==> config.mk <==
export PLATFORM = sky130hd
export DESIGN_NAME = rps_match_controller
export DESIGN_NICKNAME = d
export VERILOG_FILES = /design/src/rtl/rps_pkg.sv /design/src/rtl/rps_judge_core.sv /design/src/rtl/rps_match_controller.sv
export SDC_FILE = /design/constraint.sdc
export NUM_CORES = 1
export LEC_CHECK = 0
export CAP_MARGIN = 20
export CORE_MARGIN = 3
export CORE_UTILIZATION = 35
export CTS_BUF_LIST = sky130_fd_sc_hd__clkbuf_4 sky130_fd_sc_hd__clkbuf_8
export CTS_CLUSTER_SIZE = 25
export DETAILED_ROUTE_END_ITERATION = 10
export PLACE_DENSITY = 0.68
export REMOVE_ABC_BUFFERS = 1
export SYNTH_ARGS = -nofsm -noshare
export SYNTH_HDL_FRONTEND = slang
export SYNTH_SLANG_ARGS = --single-unit
==> constraint.sdc <==
create_clock -name clock -period 7 [get_ports clock]
set_clock_uncertainty 0.2 [all_clocks]
set_input_delay 0.7 -clock clock [delete_from_list [all_inputs] [get_ports clock]]
set_output_delay 0.7 -clock clock [all_outputs]
set_load 0.01 [all_outputs]
==> src/rtl/rps_pkg.sv <==
// Shared encodings for the rock-paper-scissors match controller: moves,
// round results, match winner codes and the controller FSM state.
package rps_pkg;

    localparam logic [2:0] ROCK     = 3'b001;
    localparam logic [2:0] PAPER    = 3'b010;
    localparam logic [2:0] SCISSORS = 3'b100;

    localparam logic [1:0] RES_NONE = 2'b00;
    localparam logic [1:0] RES_P1   = 2'b01;
    localparam logic [1:0] RES_P2   = 2'b10;
    localparam logic [1:0] RES_TIE  = 2'b11;

    localparam logic [1:0] WIN_NONE = 2'b00;
    localparam logic [1:0] WIN_P1   = 2'b01;
    localparam logic [1:0] WIN_P2   = 2'b10;
    localparam logic [1:0] WIN_DRAW = 2'b11;

    typedef enum logic [2:0] {
        ST_IDLE    = 3'd0,
        ST_COLLECT = 3'd1,
        ST_JUDGE   = 3'd2,
        ST_REPORT  = 3'd3,
        ST_DONE    = 3'd4
    } state_t;

    function automatic logic is_one_hot(input logic [2:0] m);
        return (m == ROCK) || (m == PAPER) || (m == SCISSORS);
    endfunction

endpackage

==> src/rtl/rps_judge_core.sv <==
// Combinational RPS judge: compares two one-hot moves. Non-one-hot inputs
// produce no outcome (all flags low).
module rps_judge_core
    import rps_pkg::*;
(
    input  logic [2:0] p1_move,
    input  logic [2:0] p2_move,
    output logic       p1_wins,
    output logic       p2_wins,
    output logic       tied
);

    logic both_legal;

    always_comb begin
        both_legal = is_one_hot(p1_move) && is_one_hot(p2_move);
        p1_wins = both_legal &&
                  (((p1_move == ROCK)     && (p2_move == SCISSORS)) ||
                   ((p1_move == PAPER)    && (p2_move == ROCK))     ||
                   ((p1_move == SCISSORS) && (p2_move == PAPER)));
        tied    = both_legal && (p1_move == p2_move);
        p2_wins = both_legal && !p1_wins && !tied;
    end

endmodule

==> src/rtl/rps_match_controller.sv <==
// Multi-round rock-paper-scissors match sequencer around rps_judge_core.
// Optional collection timeout with forfeit: define RPS_ROUND_TIMEOUT_EN.
module rps_match_controller
    import rps_pkg::*;
#(
    parameter int WIN_TARGET     = 3,
    parameter int MAX_ROUNDS     = 15,
    parameter int SCORE_W        = 4,
    parameter int TIMEOUT_CYCLES = 255
) (
    input  logic               clock,
    input  logic               reset,
    input  logic               start,
    input  logic [2:0]         p1_move,
    input  logic               p1_valid,
    output logic               p1_ready,
    input  logic [2:0]         p2_move,
    input  logic               p2_valid,
    output logic               p2_ready,
    output logic [1:0]         bad_move,
    output logic               round_done,
    output logic [1:0]         round_result,
    output logic [SCORE_W-1:0] p1_score,
    output logic [SCORE_W-1:0] p2_score,
    output logic [SCORE_W-1:0] round_count,
    output logic               match_done,
    output logic [1:0]         match_winner,
    output state_t             fsm_state
);

    // Handshake: a move transfers on a cycle where valid and ready are both
    // high; it is latched only if one-hot, otherwise bad_move pulses next
    // cycle and ready stays high so the player can retry.

    if (WIN_TARGET < 1 || WIN_TARGET >= (1 << SCORE_W) ||
        MAX_ROUNDS < 1 || MAX_ROUNDS >= (1 << SCORE_W) || TIMEOUT_CYCLES < 1) begin : g_param_check
        $error("rps_match_controller: WIN_TARGET/MAX_ROUNDS must be in 1..2^SCORE_W-1, TIMEOUT_CYCLES >= 1");
    end

    localparam logic [SCORE_W-1:0] WIN_T   = SCORE_W'(WIN_TARGET);
    localparam logic [SCORE_W-1:0] MAX_R   = SCORE_W'(MAX_ROUNDS);
    localparam logic [SCORE_W-1:0] CNT_MAX = '1;

    state_t     state_q, state_next;
    logic [2:0] p1_mv_q, p2_mv_q;
    logic       p1_have_q, p2_have_q;
    logic       p1_accept, p2_accept, p1_bad, p2_bad;
    logic       j_p1, j_p2, j_tie;
    logic [1:0] judged;
    logic       new_match;

`ifdef RPS_ROUND_TIMEOUT_EN
    localparam int TO_W = $clog2(TIMEOUT_CYCLES + 1);
    localparam logic [TO_W-1:0] TO_T = TO_W'(TIMEOUT_CYCLES);
    logic [TO_W-1:0] to_cnt_q;
    logic            timeout_hit;
    assign timeout_hit = (to_cnt_q == TO_T);
`endif

    rps_judge_core u_judge (
        .p1_move (p1_mv_q),
        .p2_move (p2_mv_q),
        .p1_wins (j_p1),
        .p2_wins (j_p2),
        .tied    (j_tie)
    );

    assign p1_ready   = (state_q == ST_COLLECT) && !p1_have_q;
    assign p2_ready   = (state_q == ST_COLLECT) && !p2_have_q;
    assign round_done = (state_q == ST_REPORT);
    assign match_done = (state_q == ST_DONE);
    assign fsm_state  = state_q;
    assign new_match  = start && ((state_q == ST_IDLE) || (state_q == ST_DONE));

    always_comb begin
        state_next = state_q;
        p1_accept  = 1'b0;
        p2_accept  = 1'b0;
        p1_bad     = 1'b0;
        p2_bad     = 1'b0;
        case (state_q)
            ST_IDLE: if (start) state_next = ST_COLLECT;
            ST_COLLECT: begin
                p1_accept = p1_valid && p1_ready && is_one_hot(p1_move);
                p2_accept = p2_valid && p2_ready && is_one_hot(p2_move);
                p1_bad    = p1_valid && p1_ready && !is_one_hot(p1_move);
                p2_bad    = p2_valid && p2_ready && !is_one_hot(p2_move);
                if ((p1_have_q || p1_accept) && (p2_have_q || p2_accept))
                    state_next = ST_JUDGE;
`ifdef RPS_ROUND_TIMEOUT_EN
                else if (timeout_hit)
                    state_next = ST_JUDGE;
`endif
            end
            ST_JUDGE: state_next = ST_REPORT;
            ST_REPORT: begin
                if ((p1_score == WIN_T) || (p2_score == WIN_T) || (round_count == MAX_R))
                    state_next = ST_DONE;
                else
                    state_next = ST_COLLECT;
            end
            ST_DONE: if (start) state_next = ST_COLLECT;
            default: state_next = ST_IDLE;
        endcase
    end

    // A round with a missing move can only reach JUDGE through the timeout:
    // the lone submitter wins by forfeit, no submitter means a tie.
    always_comb begin
        judged = RES_TIE;
        if (p1_have_q && p2_have_q)
            judged = j_p1 ? RES_P1 : (j_p2 ? RES_P2 : (j_tie ? RES_TIE : RES_NONE));
        else if (p1_have_q)
            judged = RES_P1;
        else if (p2_have_q)
            judged = RES_P2;
    end

    always_ff @(posedge clock) begin
        if (reset) begin
            state_q      <= ST_IDLE;
            p1_mv_q      <= '0;
            p2_mv_q      <= '0;
            p1_have_q    <= 1'b0;
            p2_have_q    <= 1'b0;
            bad_move     <= '0;
            round_result <= RES_NONE;
            p1_score     <= '0;
            p2_score     <= '0;
            round_count  <= '0;
            match_winner <= WIN_NONE;
        end else begin
            state_q  <= state_next;
            bad_move <= {p2_bad, p1_bad};
            if (new_match) begin
                p1_mv_q      <= '0;
                p2_mv_q      <= '0;
                p1_have_q    <= 1'b0;
                p2_have_q    <= 1'b0;
                round_result <= RES_NONE;
                p1_score     <= '0;
                p2_score     <= '0;
                round_count  <= '0;
                match_winner <= WIN_NONE;
            end
            if (p1_accept) begin
                p1_mv_q   <= p1_move;
                p1_have_q <= 1'b1;
            end
            if (p2_accept) begin
                p2_mv_q   <= p2_move;
                p2_have_q <= 1'b1;
            end
            if (state_q == ST_JUDGE) begin
                round_result <= judged;
                if (judged == RES_P1 && p1_score != CNT_MAX) p1_score <= p1_score + 1'b1;
                if (judged == RES_P2 && p2_score != CNT_MAX) p2_score <= p2_score + 1'b1;
                if (round_count != CNT_MAX) round_count <= round_count + 1'b1;
            end
            if (state_q == ST_REPORT) begin
                p1_mv_q   <= '0;
                p2_mv_q   <= '0;
                p1_have_q <= 1'b0;
                p2_have_q <= 1'b0;
                if (p1_score == WIN_T)
                    match_winner <= WIN_P1;
                else if (p2_score == WIN_T)
                    match_winner <= WIN_P2;
                else if (round_count == MAX_R)
                    match_winner <= (p1_score > p2_score) ? WIN_P1 :
                                    (p2_score > p1_score) ? WIN_P2 : WIN_DRAW;
            end
        end
    end

`ifdef RPS_ROUND_TIMEOUT_EN
    // Counter restarts on every entry to COLLECT because it idles at zero elsewhere.
    always_ff @(posedge clock) begin
        if (reset || state_q != ST_COLLECT)
            to_cnt_q <= '0;
        else if (!timeout_hit)
            to_cnt_q <= to_cnt_q + 1'b1;
    end
`endif

endmodule

==> flow_summary.yaml <==
route:
  ant_nets: 0
  wl_per_cell_um: 13.1
  routed_wirelength_mm: 4.48
  drcViolationCount: 0
  first_pass_iters: 4
  drtIter0Drc: 83
  via_count: 1856
  viasPerCell: 5.43
power:
  total_power_w: 0.000413
  cellLeakagePower_nw: 0.835
  p_clk_share_pct: 37.4
  power_frac_seq_pct: 44.4
  power_switching_share_pct: 28.6
  pwr-share-comb_pct: 18.2
  ir_drop_uv: 81.2
  p_per_area_nw_per_um2: 173
  p_switching_w: 0.000118
  p_int_w: 0.000295
cts:
  clk_pin_slew_ns: 0.07
  cts_root_buffer: "clkbuf_8"
  clock_path_buffers: 2
  clock-sinks: 29
  postCtsHoldBufs: 0
  clock_latency_ns: 0.28
  post_cts_buffers: 0
  h-tree-depth: 2
  cts_made_buffers: 5
  post_cts_resized: 0
  cts_tree: "built"
final_layout:
  syn2layout_area_growth_pct: 25.5
  n_antenna_cell: 0
  fin_cells: 342
  final_util_pct: 46.1
  nets: 289
  drive_above_1_share_pct: 5.15
worst_setup_path:
  critPathArrivalTime_ns: 1.95
  criticalPathCategory: "reg -> out"
  critPathLaunchType: "flip-flop"
  crit_buf_inv: 1
  path_cells: "nor4b_1, clkdlybuf4s50_1"
  cp_slowest_stage_delay_ns: 0.64
  cp_slowest_cell: "clkdlybuf4s50_1"
  cp_top_family: "buffers and inverters"
  cp-end-kind: "primary output"
  crit_fanout: 11
  worst_ep_required_time_ns: 6.10
synthesis:
  yosys-top-cells-area: "dfxtp_1 (31%), a21oi_1 (6.1%), nand3_1 (5.5%)"
  synth-simple-area-share_pct: 31.8
  synth_xor_area_share_pct: 4.61
  synth_commonest_cells: "dfxtp_1 (29), nand2_1 (26), a21oi_1 (23)"
  ys_types: 51
  ys_ff_latch: 29
  synth_top_area_share_pct: 30.6
  yosysSeqAreaShare_pct: 30.6
  yosys.area_share.adder_pct: 4.61
  synth_top_area_cell: "dfxtp_1"
  synth.avg_cell_area_sq_um: 7.82
  async_flop_share_pct: 0
  synth.area.mux_share_pct: 1.65
  synth_top_family_by_area: "simple AND/OR/NAND/NOR gates"
  yosys_warnings: 0
  synth-edff-count: 0
  synth_compound_area_share_pct: 22.5
  syn_area_sq_um: 1900
  synth.most_common_cell: "dfxtp_1"
  ys.flop_type: "dfxtp_1"
  syn_inst: 243
status:
  status: "finished, final reports clean"
placement:
  portBuffers: 35
  placed_cells: 334
  post-place-ws_ns: 4.33
  place_congestion: 0.796
  post-dp-hpwl_mm: 3.23
sta:
  timing.final.ws_setup_ns: 4.15
  rsz0062_at_grt: "no"
  period_needed_ns: 2.85
  period_share_pct: 40.7
  hold_violations: 0
  setup_tns_ns: 0
  tightest_slew_ns: 0.859
  setup_violations: 0
  maxSlewViolCount: 0
  maxSlewHeadroom_pct: 42.6
  fmax_mhz: 351
die:
  row_count: 26
  die_area_sq_um: 6350
  die-width_um: 79.7
  initial_core_util_pct: 36.7
  die_y_um: 79.7
  core_sq_um: 5170
  io-pin-count: 36
grt:
  grt_pass1_wl_mm: 7.85
  grt-ovfl-total: 0
  antenna_found_initial: 0
  grt_pass1_vias: 1694
  grt_usage_pct: 15.3
  grt_max_degree: 28
worst_hold_path:
  min_path_type: "reg -> reg"
job:
  maxCapViolCount: 0
sequential cells by signal, indices dropped and copies added, names as in the netlist:
register / cells
bad_move: 2
fsm_state: 3
match_winner: 2
p1_have_q: 1
p1_mv_q: 3
p1_score: 4
p2_have_q: 1
p2_mv_q: 3
p2_score: 4
round_count: 4
round_result: 2
power groups by stage:
stage	clock [W]	combinational [W]	sequential, W
CTS	0.000158	0.0000757	0.000183
detailed placement	0	0.0000753	0.000187
global route	0.000165	0.0000839	0.000185
floorplan	0	0.0000411	0.000186
finish	0.000155	0.0000752	0.000183
global placement	0	0.0000743	0.000187
layout by cell type, fill, tap and decap left out, types with 3 or more instances in the layout:
cell and count:
clkdlybuf4s50_1 35, dfxtp_1 29, nand2_1 26, a21oi_1 23, nand3_1 21, nor2_1 16
nor3_1 8, inv_1 7, xor2_1 7, o21a_1 7, ha_1 7, clkbuf_8 7
o21ai_0 6, and2_1 5, nand3b_1 4, and3_1 4, nor3b_1 4, a22oi_1 3
o211ai_1 3, xnor2_1 3, o31ai_1 3, or3_1 3
final cells by class:
| type | instances | area [sq um] |
|---|---|---|
| clock buffer | 7 | 96.3 |
| clock inverter | 1 | 5.00 |
| fill | 512 | 2790 |
| inverter | 7 | 26.3 |
| multi-input combinational | 193 | 1240 |
| sequential | 29 | 581 |
| tap | 70 | 87.6 |
| timing repair buffer | 35 | 350 |
per-stage QoR:
stage / area, sq um / hold WS (ns)
after global routing: 2380 / 0.331
after detailed placement: 2280 / 0.265
final: 2380 / 0.280
after global placement: 2280 / 0.267
after floorplan: 1840 / 0.286
after CTS: 2380 / 0.277
cells by family (layout without fill, tap and decap cells):
| kind of cell | Yosys count | count (layout) |
|---|---|---|
| AOI/OAI and AO/OA | 64 | 64 |
| xor gates and xnor gates | 10 | 10 |
| muxes | 3 | 3 |
| and+or+nand+nor | 109 | 109 |
| buffers and inverters | 21 | 50 |
| DFF | 29 | 29 |
| adders and majority gates | 7 | 7 |
worst reg2reg max path, delay by kind of cell, from the launching register on:
family           cells  cell delay (ns)
multiplexers         1             0.35
AND/OR/NAND/NOR      3             1.05
AO/OA/AOI/OAI        1             0.24
flip-flops           1             0.49
final timing paths:
path / start / end / slack, ns / cells past startpoint
worst min register to register: match_winner[1]$_SDFF_PP0_ / match_winner[1]$_SDFF_PP0_ / 0.28 / 2
worst max-delay path: fsm_state[0]$_SDFFE_PP0P_ / p2_ready / 4.15 / 2
worst min-delay path: match_winner[1]$_SDFF_PP0_ / match_winner[1]$_SDFF_PP0_ / 0.28 / 2
worst max register to register: p2_mv_q[0]$_SDFFE_PP0P_ / p1_score[0]$_SDFF_PP0_ / 4.59 / 5
layer usage:
metal  routed length [um]  global-route usage, %  vias to the layer above
met2                 1990                   23.1                       38
met5                    0                      0                        -
met1                 2240                   20.9                      872
met3                  194                   3.95                        5
met4                   65                   5.67                        0
li1                     -                      -                      941
No activity file was read; power rests on OpenSTA's default activity.
